===== src/rtl/wb_writeback_unit_if.sv =====
// Bus bundle between the MEM stage / register file and the writeback stage.
// The master side drives the instruction and memory inputs; the slave side is the writeback unit.
interface wb_writeback_unit_if #(
    parameter int DATA_W = 16,
    parameter int PC_W   = 16,
    parameter int ADDR_W = 4,
    parameter int CNT_W  = 16
);
    logic              flush;
    logic              in_valid;
    logic              in_ready;
    logic [2:0]        wb_sel;
    logic [ADDR_W-1:0] rd_addr;
    logic              rd_we;
    logic [DATA_W-1:0] alu_data;
    logic [DATA_W-1:0] mem_data;
    logic              mem_ack;
    logic [PC_W-1:0]   wb_pc;
    logic [DATA_W-1:0] wb_ih;
    logic              wb_valid;
    logic              wb_we;
    logic [ADDR_W-1:0] wb_addr;
    logic [DATA_W-1:0] wb_data;
    logic              mem_timeout;
    logic [CNT_W-1:0]  retire_cnt;

    modport master (
        output flush, in_valid, wb_sel, rd_addr, rd_we, alu_data, mem_data, mem_ack, wb_pc, wb_ih,
        input  in_ready, wb_valid, wb_we, wb_addr, wb_data, mem_timeout, retire_cnt
    );

    modport slave (
        input  flush, in_valid, wb_sel, rd_addr, rd_we, alu_data, mem_data, mem_ack, wb_pc, wb_ih,
        output in_ready, wb_valid, wb_we, wb_addr, wb_data, mem_timeout, retire_cnt
    );
endinterface


===== src/rtl/wb_writeback_unit.sv =====
// Registered writeback stage: picks ALU/MEM/PC/IH result and presents it to the regfile
// write port, waiting (with optional timeout) for late memory data.
module wb_writeback_unit #(
    parameter int DATA_W      = 16,
    parameter int PC_W        = 16,
    parameter int ADDR_W      = 4,
    parameter int CNT_W       = 16,
    parameter int MEM_TIMEOUT = 15
) (
    input logic                 clk,
    input logic                 rst_n,
    wb_writeback_unit_if.slave  io_bus
);
    localparam logic [0:0] S_IDLE     = 1'b0;
    localparam logic [0:0] S_WAIT_MEM = 1'b1;
    localparam int         TO_W       = (MEM_TIMEOUT > 1) ? $clog2(MEM_TIMEOUT) : 1;

    localparam logic [2:0] SEL_ALU = 3'd0;
    localparam logic [2:0] SEL_MEM = 3'd1;
    localparam logic [2:0] SEL_PC  = 3'd2;
    localparam logic [2:0] SEL_IH  = 3'd3;

    logic [0:0]        r_state;
    logic              r_pend_we;
    logic [ADDR_W-1:0] r_pend_addr;
    logic [TO_W-1:0]   r_to_cnt;
    logic              r_wb_valid;
    logic              r_wb_we;
    logic [ADDR_W-1:0] r_wb_addr;
    logic [DATA_W-1:0] r_wb_data;
    logic              r_timeout;
    logic [CNT_W-1:0]  r_retire;

    logic              w_in_ready;
    logic              w_accept;
    logic              w_is_nop;
    logic              w_to_hit;
    logic [DATA_W-1:0] w_pc_ext;
    logic [DATA_W-1:0] w_sel_data;

    generate
        if (DATA_W > PC_W) begin : g_pc_zext
            assign w_pc_ext = {{(DATA_W-PC_W){1'b0}}, io_bus.wb_pc};
        end else begin : g_pc_trunc
            assign w_pc_ext = io_bus.wb_pc[DATA_W-1:0];
        end
    endgenerate

    assign w_in_ready = (r_state == S_IDLE);
    assign w_accept   = io_bus.in_valid & w_in_ready & ~io_bus.flush;
    assign w_is_nop   = (io_bus.wb_sel > SEL_IH);
    // The counter value seen here is the number of earlier no-ack WAIT_MEM cycles.
    assign w_to_hit   = (MEM_TIMEOUT != 0) && (r_to_cnt == TO_W'(MEM_TIMEOUT - 1));

    always_comb begin
        w_sel_data = io_bus.alu_data;
        case (io_bus.wb_sel)
            SEL_ALU: w_sel_data = io_bus.alu_data;
            SEL_MEM: w_sel_data = io_bus.mem_data;
            SEL_PC:  w_sel_data = w_pc_ext;
            SEL_IH:  w_sel_data = io_bus.wb_ih;
            default: w_sel_data = io_bus.alu_data;
        endcase
    end

    always_ff @(posedge clk or negedge rst_n) begin
        if (!rst_n) begin
            r_state     <= S_IDLE;
            r_pend_we   <= 1'b0;
            r_pend_addr <= '0;
            r_to_cnt    <= '0;
            r_wb_valid  <= 1'b0;
            r_wb_we     <= 1'b0;
            r_wb_addr   <= '0;
            r_wb_data   <= '0;
            r_timeout   <= 1'b0;
            r_retire    <= '0;
        end else begin
            r_wb_valid <= 1'b0;
            r_wb_we    <= 1'b0;
            r_timeout  <= 1'b0;
            if (r_wb_valid && r_wb_we) begin
                r_retire <= r_retire + 1'b1;
            end
            // Flush beats everything, including a pending memory op and a due timeout.
            if (io_bus.flush) begin
                r_state <= S_IDLE;
            end else if (r_state == S_IDLE) begin
                if (w_accept) begin
                    if (w_is_nop) begin
                        r_wb_valid <= 1'b1;
                        r_wb_addr  <= io_bus.rd_addr;
                    end else if (io_bus.wb_sel == SEL_MEM && !io_bus.mem_ack) begin
                        r_pend_we   <= io_bus.rd_we;
                        r_pend_addr <= io_bus.rd_addr;
                        r_to_cnt    <= '0;
                        r_state     <= S_WAIT_MEM;
                    end else begin
                        r_wb_valid <= 1'b1;
                        r_wb_we    <= io_bus.rd_we;
                        r_wb_addr  <= io_bus.rd_addr;
                        r_wb_data  <= w_sel_data;
                    end
                end
            end else begin
                if (io_bus.mem_ack) begin
                    r_wb_valid <= 1'b1;
                    r_wb_we    <= r_pend_we;
                    r_wb_addr  <= r_pend_addr;
                    r_wb_data  <= io_bus.mem_data;
                    r_state    <= S_IDLE;
                end else if (w_to_hit) begin
                    r_timeout <= 1'b1;
                    r_state   <= S_IDLE;
                end else begin
                    r_to_cnt <= r_to_cnt + 1'b1;
                end
            end
        end
    end

    assign io_bus.in_ready    = w_in_ready;
    assign io_bus.wb_valid    = r_wb_valid;
    assign io_bus.wb_we       = r_wb_we;
    assign io_bus.wb_addr     = r_wb_addr;
    assign io_bus.wb_data     = r_wb_data;
    assign io_bus.mem_timeout = r_timeout;
    assign io_bus.retire_cnt  = r_retire;
endmodule


===== src/flat_wrapper.sv =====
// flat-port wrapper written by rule: the top's interface ports become plain ports
module wb_writeback_unit_flat 
#(
    parameter int DATA_W      = 16,
    parameter int PC_W        = 16,
    parameter int ADDR_W      = 4,
    parameter int CNT_W       = 16,
    parameter int MEM_TIMEOUT = 15
)
  (clk, rst_n, io_bus_flush, io_bus_in_valid, io_bus_wb_sel, io_bus_rd_addr, io_bus_rd_we, io_bus_alu_data, io_bus_mem_data, io_bus_mem_ack, io_bus_wb_pc, io_bus_wb_ih, io_bus_in_ready, io_bus_wb_valid, io_bus_wb_we, io_bus_wb_addr, io_bus_wb_data, io_bus_mem_timeout, io_bus_retire_cnt);
  wb_writeback_unit_if #(.DATA_W(DATA_W), .PC_W(PC_W), .ADDR_W(ADDR_W), .CNT_W(CNT_W)) io_bus_i ();
  input logic clk;
  input logic rst_n;
  input wire logic [$bits(io_bus_i.flush)-1:0] io_bus_flush;
  input wire logic [$bits(io_bus_i.in_valid)-1:0] io_bus_in_valid;
  input wire logic [$bits(io_bus_i.wb_sel)-1:0] io_bus_wb_sel;
  input wire logic [$bits(io_bus_i.rd_addr)-1:0] io_bus_rd_addr;
  input wire logic [$bits(io_bus_i.rd_we)-1:0] io_bus_rd_we;
  input wire logic [$bits(io_bus_i.alu_data)-1:0] io_bus_alu_data;
  input wire logic [$bits(io_bus_i.mem_data)-1:0] io_bus_mem_data;
  input wire logic [$bits(io_bus_i.mem_ack)-1:0] io_bus_mem_ack;
  input wire logic [$bits(io_bus_i.wb_pc)-1:0] io_bus_wb_pc;
  input wire logic [$bits(io_bus_i.wb_ih)-1:0] io_bus_wb_ih;
  output wire logic [$bits(io_bus_i.in_ready)-1:0] io_bus_in_ready;
  output wire logic [$bits(io_bus_i.wb_valid)-1:0] io_bus_wb_valid;
  output wire logic [$bits(io_bus_i.wb_we)-1:0] io_bus_wb_we;
  output wire logic [$bits(io_bus_i.wb_addr)-1:0] io_bus_wb_addr;
  output wire logic [$bits(io_bus_i.wb_data)-1:0] io_bus_wb_data;
  output wire logic [$bits(io_bus_i.mem_timeout)-1:0] io_bus_mem_timeout;
  output wire logic [$bits(io_bus_i.retire_cnt)-1:0] io_bus_retire_cnt;
  assign io_bus_i.flush = io_bus_flush;
  assign io_bus_i.in_valid = io_bus_in_valid;
  assign io_bus_i.wb_sel = io_bus_wb_sel;
  assign io_bus_i.rd_addr = io_bus_rd_addr;
  assign io_bus_i.rd_we = io_bus_rd_we;
  assign io_bus_i.alu_data = io_bus_alu_data;
  assign io_bus_i.mem_data = io_bus_mem_data;
  assign io_bus_i.mem_ack = io_bus_mem_ack;
  assign io_bus_i.wb_pc = io_bus_wb_pc;
  assign io_bus_i.wb_ih = io_bus_wb_ih;
  assign io_bus_in_ready = io_bus_i.in_ready;
  assign io_bus_wb_valid = io_bus_i.wb_valid;
  assign io_bus_wb_we = io_bus_i.wb_we;
  assign io_bus_wb_addr = io_bus_i.wb_addr;
  assign io_bus_wb_data = io_bus_i.wb_data;
  assign io_bus_mem_timeout = io_bus_i.mem_timeout;
  assign io_bus_retire_cnt = io_bus_i.retire_cnt;
  wb_writeback_unit #(.DATA_W(DATA_W), .PC_W(PC_W), .ADDR_W(ADDR_W), .CNT_W(CNT_W), .MEM_TIMEOUT(MEM_TIMEOUT)) u_core (.clk(clk), .rst_n(rst_n), .io_bus(io_bus_i));
endmodule

===== config.mk =====
export PLATFORM = sky130hd
export DESIGN_NAME = wb_writeback_unit_flat
export DESIGN_NICKNAME = d
export VERILOG_FILES = /design/src/rtl/wb_writeback_unit_if.sv /design/src/rtl/wb_writeback_unit.sv /design/src/flat_wrapper.sv
export SDC_FILE = /design/constraint.sdc
export NUM_CORES = 1
export LEC_CHECK = 0
export ABC_AREA = 1
export BUFFER_PORTS_ARGS = -buffer_cell sky130_fd_sc_hd__buf_2
export CORE_MARGIN = 4
export CORE_UTILIZATION = 30
export CTS_CLUSTER_SIZE = 20
export DETAILED_ROUTE_END_ITERATION = 6
export GPL_ROUTABILITY_DRIVEN = 0
export PLACE_DENSITY = 0.54
export SYNTH_ARGS = -nofsm -noshare
export SYNTH_HDL_FRONTEND = slang
export SYNTH_SLANG_ARGS = --single-unit
export TNS_END_PERCENT = 5

===== constraint.sdc =====
create_clock -name clk -period 1.87 [get_ports clk]
set_clock_uncertainty 0.05 [all_clocks]
set_input_delay 0.187 -clock clk [delete_from_list [all_inputs] [get_ports clk]]
set_output_delay 0.187 -clock clk [all_outputs]
set_load 0.01 [all_outputs]

==> results.md, run 1 <==
- The floorplan step defined a die boundary enclosing 11700 um^2.
- Data arrives at the worst endpoint at 1.75 ns.
- The synthesized design spends more area on one cell type than any other, namely dfrtp_1.
- The sequential share of the synthesized area is a little over 40%.
- Headroom to the max-slew limit came out at between 60% and 70%.
- After synthesis, the cell types taking the most area are dfrtp_1, nand2_1, nand3_1.
- In this run, distinct cell masters in the synthesized netlist total 27.
- Counting every sink on the clock net gives a little under 50.
- VDD sags by at most 404 uV.
- The number of storage elements in the synthesis netlist is 49.
- The maximum fanout encountered on the critical timing path is 5.
- Summed over all cells, the static leakage comes to 2.22 nW.
- The number of buffers added by the clock tree synthesis step is 5.
- Dividing the detail-routed wire length by the instance count gives 13.2 um.
- The total of max-cap violations is 0.
- Setup repair after global routing left no endpoint under its margin.
- By startpoint and endpoint, the worst setup path is classified as flop to flop.
- The first global-routing pass estimated around 14 mm of wire.
- Summing over every cut layer, the via total after detailed routing is slightly above 3000.
- The total global-route track usage is between 10% and 20%.
- The mean cell area of the mapped netlist is 7.26 um^2.
- The synthesized netlist net count is roughly 490.
- The detailed-route DRC error count is 0.
- The count of flip-flops with a built-in enable after synthesis is 0.
- In this run the power density over the cells is between 700 and 800 nW/um^2.
- The final number of max-transition violations came to 0.
- The portion of the clock cycle consumed by the worst path in the final layout is between 80 and 90%.
- The deepest level of the CTS H-tree is 2.
- The required arrival time at the worst endpoint is a little over 2 ns.
- The die is around 110 um wide.
- The core region area is slightly below 10000 um^2.
- The final hold violation count came to 0.
- The run finished with clean final reports.
- STA classifies the critical path endpoint as a flop.
- The class of the tightest hold or removal check is primary input to flop.
- In the synthesized netlist the dominant register cell turns out to be dfrtp_1.
- The post-detailed-routing wire length is ~9 mm.
- The count of placed standard cells including taps is about 650.
- Port buffering added around 120 buffers.
- The placed wire-length estimate after detailed placement is 6.67 mm.
- The maximum number of buffers from clock root to sink is 2.
- The height of the die is 108 um.
- The non-filler instance count after layout is around 660.
- For the pin with the worst max-slew slack, the measured transition is about 0.5 ns.
- The Yosys step of the flow raised 0 warnings.
- Relative to the synthesized area, the layout overhead comes to 28.4%.
- The cell area after synthesis is approximately 3000 um^2.
- The via count of the first global-routing pass came to between 2000 and 3000.
- The final core utilization is 39.4%.
- The starting utilization of the core area is between 30% and 40%.
- The antenna diode count is 0.
- Post-CTS timing repair inserted 0 buffers for setup.
- The number of antenna violations at the first check in global routing is 1.
- After the first detailed-routing iteration, the DRC count stood at 81.
- The number of nets still failing antenna checks after routing is 0.
- The time the final worst path needs with I/O delays and setup is roughly 1.6 ns.
- The clock reaches the later pin of the worst-skew pair after 0.30 ns.
- After clock tree synthesis, the clock-pin slew on the worst setup and hold paths is 0.09 ns.
- The share of async-settable or async-resettable flops after synthesis is 100%.
- The number of search-and-repair iterations in the first detailed-routing pass is 4.
- After technology mapping, the gate count stands at 413.
- Of the post-synthesis cell area, the dominant cell type holds 40.9%.
- The net count of the finished layout is approximately 600.
- The detailed-route vias per instance is roughly 4.6.
- The worst hold slack is roughly 0.029 ns.
- The final global-route overflow total is 0.
- The TritonCTS clock tree is built.
- Entering global routing, the biggest net connects 33 pins.
- Derived from the worst setup path, the maximum achievable clock frequency is about 630 MHz.
- For the final routed database, the setup TNS stands at 0 ns.
- The I/O pin count is about 120.
- The total number of placement rows is 36.
- The final number of setup-violating endpoints is 0.
- The share of post-route cells with drive strength above 1 is between 20% and 30%.
- STA classifies the critical path startpoint as a flop.
- In this run the clock root is driven by a clkbuf_8.
-- through the flow --
| step | total power [mW] | worst slack [ns] | instance area, um^2 |
|---|---|---|---|
| 5_1_grt | 2.92 | 0.107 | 3850 |
| 4_1_cts | 2.79 | 0.284 | 3850 |
| 2_1_floorplan | 1.65 | 0.420 | 3000 |
| 3_3_place_gp | 1.95 | 0.374 | 3710 |
| 3_5_place_dp | 1.95 | 0.314 | 3710 |
| 6_report | 2.73 | 0.294 | 3850 |
-- cell usage in the layout (no fill, tap or decap), types with 2 or more instances in the layout --
master         instances
a21boi_0              15
a21oi_1               16
buf_12                 2
buf_2                116
buf_4                  6
clkbuf_8               6
dfrtp_1               49
dlygate4sd3_1          2
ha_1                   3
inv_1                 50
inv_2                  4
nand2_1               86
nand2_2                3
nand3_1               50
nand3_2                2
nand3b_1               2
nand4_1               22
nor2_1                65
nor3_1                 2
o21ai_0                3
o31ai_1                4
xnor2_1                4
xor2_1                 9
-- logic make-up after synthesis --
group                    after synthesis  synth area share (%)
XOR/XNOR                              13                  3.79
buffers and inverters                 73                  10.7
adder cells (fa/ha/maj)                3                  1.25
flip-flops                            49                  40.9
AND/OR/NAND/NOR                      235                  34.9
AO/OA/AOI/OAI                         40                  8.42
-- timing repair --
| action | CTS | global route |
|---|---|---|
| resized for setup | 0 | 0 |
| hold endpoints to repair | 19 | 0 |
| hold buffers | 2 | 0 |
-- layout make-up --
type	instances	area [um^2]
Sequential cell	49	1230
Fill cell	1068	5920
Timing Repair Buffer	126	686
Tap cell	133	166
Inverter	54	203
Multi-Input combinational cell	291	1450
Clock buffer	6	82.6
Clock inverter	2	37.5
-- power breakdown --
part,switching (mW),leakage (nW),internal [mW]
Clock,0.367,0.0574,0.435
Combinational,0.368,1.54,0.278
Sequential,0.0899,0.620,1.19
Total,0.825,2.22,1.90
-- sequential cells by signal (all words and copies together) (netlist names) --
signal	count
u_core.io_bus.wb_valid	1
u_core.io_bus.mem_timeout	1
u_core.r_state	1
u_core.r_pend_addr	4
u_core.r_pend_we	1
u_core.io_bus.wb_data	16
u_core.io_bus.wb_we	1
u_core.io_bus.retire_cnt	16
u_core.r_to_cnt	4
u_core.io_bus.wb_addr	4
-- worst paths after layout --
kind | from | end | slack [ns] | cells after the start
worst max-delay path | u_core.io_bus.retire_cnt[0] | u_core.io_bus.retire_cnt[10] | 0.29 | 6
worst min register to register | u_core.r_pend_we | u_core.r_pend_we | 0.43 | 2
max in group asynchronous | rst_n | u_core.r_to_cnt[3] | 0.92 | 3
min in group asynchronous | rst_n | u_core.io_bus.retire_cnt[2] | 0.32 | 2
worst min-delay path | io_bus_mem_ack | u_core.io_bus.mem_timeout | 0.03 | 2
worst max register to register | u_core.io_bus.retire_cnt[0] | u_core.io_bus.retire_cnt[10] | 0.29 | 6
-- Yosys cell counts (4+ instances only) --
cell,count
o31ai_1,4
clkbuf_1,5
buf_6,4
inv_1,50
inv_2,4
nand2_1,86
buf_2,8
nand3_1,50
dfrtp_1,49
nand4_1,22
a21boi_0,15
xor2_1,9
nor2_1,65
a21oi_1,16
xnor2_1,4
-- routing by layer --
metal / vias to the layer above / GRT usage (%) / routed length [um]
met2: 96 / 25.3 / 4120
met1: 1391 / 19.7 / 4000
li1: 1552 / - / -
met3: 4 / 3.58 / 616
met4: 2 / 2.71 / 14
met5: - / 0 / 7
-- worst max-delay path, cell delays in order, from the launching register on --
cell and delay, ns:
dfrtp_1 0.44, ha_1 0.17, nand3_1 0.12, nor2_1 0.30, nand2_1 0.14, nor2_1 0.13
xor2_1 0.15
Power figures use the tool's default switching activity.
==> run 2, diff against run 1 <==
Settings changed: ABC_AREA 1 to 0, PLACE_DENSITY 0.54 to 0.57.
Clock period 1.87 ns to 1.4 ns, I/O delays scaled along.
==> run 2 against run 1 <==
Effect of this change:
- the run now ends with negative setup slack left
- synthesized cell count fell by 38%
- sequential cell count unchanged
- utilization rose by 6.6 points
- setup slack worse by 0.62 ns
- largest power group unchanged
==> results.md, run 2 <==
- The non-filler instance count after layout is 512 (-23%).
- The number of nets at the end of the flow is 486 (-20%).
- The checks that failed: negative setup slack.
- The final core utilization came to 46.0% (+6.6 points).
- The DRC violation total after the first TritonRoute iteration was 45 (-44%).
- Setup repair after global routing could not meet its margin everywhere.
- The count of flip-flops with a built-in enable after synthesis is 0 (unchanged).
- The post-detailed-routing wire length is 7.48 mm (-15%).
- The actual slew at the worst max-slew pin was 1.05 ns (+0.561 ns).
- The worst hold slack came to 0.0304 ns (+0.00178 ns).
- The maximum ir drop on the vdd rail is 504 uV (+25%).
- The horizontal extent of the die is 100 um (-7.2%).
- The detailed-routing wirelength on met1 is 3.36 mm (-16%).
- The detailed-route DRC error count is 0 (unchanged).
- The portion of the clock cycle consumed by the worst path in the final layout is 123% (+39 points).
- The number of I/O port buffers is 116 (unchanged).
- The placed wire-length estimate after detailed placement came to 5.73 mm (-14%).
- The worst slack at placement is -0.410 ns (-0.724 ns).
- The floorplan die area is 10000 um^2 (-14%).
- The register clock-pin slew on the reported worst setup and hold paths is 0.10 ns (about the same).
- The final number of setup-violating endpoints is 30 (+30).
- The first-pass GRT wire length was 12.4 mm (-12%).
- The routed length per placed instance came to 14.6 um (+10%).
- The number of storage elements in the synthesis netlist was 49 (unchanged).
- The delay contributed by the slowest stage of the critical path is 0.41 ns (-0.03 ns).
- The root buffer cell chosen for the clock tree is clkbuf_8.
- After synthesis, the most frequently instantiated cells are dfrtp_1, nand2_1, nor2_1.
- The height of the die is 100 um (-7.2%).
- The number of instances in the synthesized netlist is 255 (-38%).
- The time the final worst path needs with I/O delays and setup was 1.73 ns (+0.150 ns).
- The count of clock tree sinks is 49 (unchanged).
- The largest area contributor in the netlist is dfrtp_1.
- TritonCTS built the clock tree.
- The routed wire length on met2 came to 3.45 mm (-16%).
- The starting utilization of the core area is 30.9% (+0.20 points).
- The maximum number of pins on one net before global-route repair was 50 (+52%).
- The area share of the leading cell type in the synthesized netlist is 48.1% (+7.2 points).
- The class of the tightest hold or removal check is primary input to flop.
- The maximum fanout encountered on the critical timing path is 8 (+3).
- The total of max-cap violations is 0 (unchanged).
- The number of search-and-repair iterations in the first detailed-routing pass was 4 (unchanged).
- Sorting the synthesized cells by area gives the leading types as dfrtp_1, a22o_1, o211ai_1.
- The category of the worst setup path capture point is a flop.
- The total number of placement rows is 33 (-8.3%).
- The worst slew margin relative to its limit came to 29.9% (-38 points).
- The antenna diode count is 0 (unchanged).
- The slack of the critical path is -0.326 ns (-0.620 ns).
- The I/O pin count is 117 (unchanged).
- The sum of negative setup slack is -5.82 ns (-5.82 ns).
- The total global-route track usage came to 15.2% (+0.24 points).
- The core region area is 8260 um^2 (-16%).
- The power density of the placed cells is 954 nW/um^2 (+35%).
- The number of buffers added by the clock tree synthesis step came to 5 (unchanged).
- The share of post-route cells with drive strength above 1 came to 45.2% (+18 points).
- STA classifies the critical path startpoint as a flop.
- On the critical path, the stage with the largest delay is an instance of dfrtp_1.
- The prevailing post-synth register cell is dfrtp_1.
- The synthesized netlist net count was 335 (-32%).
- The worst-skew pair later-pin latency is 0.30 ns (about the same).
- The share of async-settable or async-resettable flops after synthesis is 100% (unchanged).
- The critical path in this run is classified as flop to flop.
- The mean cell area of the mapped netlist is 10.0 um^2 (+38%).
- The cell area after synthesis is 2550 um^2 (-15%).
- The most frequent standard cell in the layout excluding fill and tap cells is buf_2.
- Compared with the post-synthesis result, the final layout area differs by 49.0%.
- The cell area reported after detailed placement is 3540 um^2 (-4.7%).
- The required arrival time at the worst endpoint is 1.58 ns (-0.47 ns).
- The fmax is 579 MHz (-8.7%).
- The count of placed standard cells including taps is 499 (-23%).
- The count of synthesis-stage warnings from yosys is 0 (unchanged).
- The detailed-route vias per instance came to 4.73 (+2.7%).
- The number of nets still failing antenna checks after routing came to 0 (unchanged).
- The final total power is 3.63 mW (+33%).
- The deepest level of the CTS H-tree was 2 (unchanged).
- The most common cell in the synthesized netlist is dfrtp_1.
- The via count is 2423 (-20%).
- The sequential share of the synthesized area was 48.1% (+7.2 points).
- The number of antenna violations at the first check in global routing is 0 (-1).
- In this run the top signal layer used is met4.
- The number of distinct library cells after synthesis came to 38 (+41%).
- The final number of max-transition violations is 0 (unchanged).
- The maximum number of buffers from clock root to sink is 2 (unchanged).
- The run finished, with violations left.
- The final hold violation count came to 0 (unchanged).
- The critical path goes through or3b_4 > a211oi_4 > buf_6 > clkbuf_16 > nor2_1 > a31oi_1.
- The reported leakage power is 1.85 nW (-17%).
- The wire length on met3 came to 575 um (-6.7%).
- The final cell area excluding filler cells is 3800 um^2 (-1.3%).
- In the layout the commonest cells are buf_2, dfrtp_1, buf_4.
- The final global-route overflow total came to 0 (unchanged).
- The via count of the first global-routing pass was 2499 (-13%).
- The critical path arrival was 1.90 ns (+0.15 ns).
==> run 2: changes by cell type after synthesis, sizes merged, moves of 16 or more <==
cell	delta
a31oi	+16
inv	-50
a22o	+16
nand3	-42
o211ai	+16
nand2	-62
nand4	-21
nor2	-40
==> run 2: cell type report <==
class / count / area (um^2)
inverter: 5 / 18.8
timing repair buffer: 157 / 1000
clock inverter: 3 / 46.3
multi-input combinational: 188 / 1310
tap: 105 / 131
clock buffer: 5 / 68.8
sequential: 49 / 1230
fill: 851 / 4460
==> run 2: path summary, 6_finish.rpt <==
check | from | end | slack [ns] | cells after the start
worst max-delay path | u_core.r_state | u_core.io_bus.wb_data[15] | -0.33 | 6
max in group asynchronous | rst_n | u_core.io_bus.retire_cnt[15] | 0.76 | 3
min in group asynchronous | rst_n | u_core.io_bus.mem_timeout | 0.31 | 3
worst max register to register | u_core.r_state | u_core.io_bus.wb_data[15] | -0.33 | 6
worst min register to register | u_core.io_bus.retire_cnt[15] | u_core.io_bus.retire_cnt[15] | 0.43 | 1
worst min-delay path | io_bus_rd_addr[0] | u_core.r_pend_addr[0] | 0.03 | 2
==> run 2: metal layers <==
metal,vias to the layer above,GRT usage [%]
met5,-,0
met4,0,5.18
met3,7,2.99
met2,86,24.8
met1,1123,20.1
li1,1207,-
==> run 2: logic make-up (layout without fill, tap and decap cells) <==
kind of cell               after synthesis  after routing  share of synthesized area [%]
AOI/OAI and AO/OA                       59             59                           17.0
xor gates and xnor gates                17             17                           5.84
adders and majority gates                3              3                           1.47
buffers and inverters                   18            170                           3.33
DFF                                     49             49                           48.1
muxes                                    9              9                           4.22
and+or+nand+nor                        100            100                           20.1
==> run 2: timing repair <==
action,CTS,global route
gates cloned,1,1
pin swaps,2,2
hold buffers,1,0
endpoints found under the hold margin,49,0
buffers inserted,1,1
resized for setup,9,8
endpoints found under the setup margin,37,42
==> run 2: power breakdown <==
group / total (mW) / internal, mW / switching [mW]
Clock: 1.04 / 0.536 / 0.500
Sequential: 1.70 / 1.59 / 0.108
Combinational: 0.894 / 0.469 / 0.425
==> run 2: critical path: cells and delay by family (launching register included) <==
kind | cells | cell delay (ns)
simple gates | 2 | 0.45
flops | 1 | 0.41
buf+inv | 2 | 0.31
compound gates | 2 | 0.43
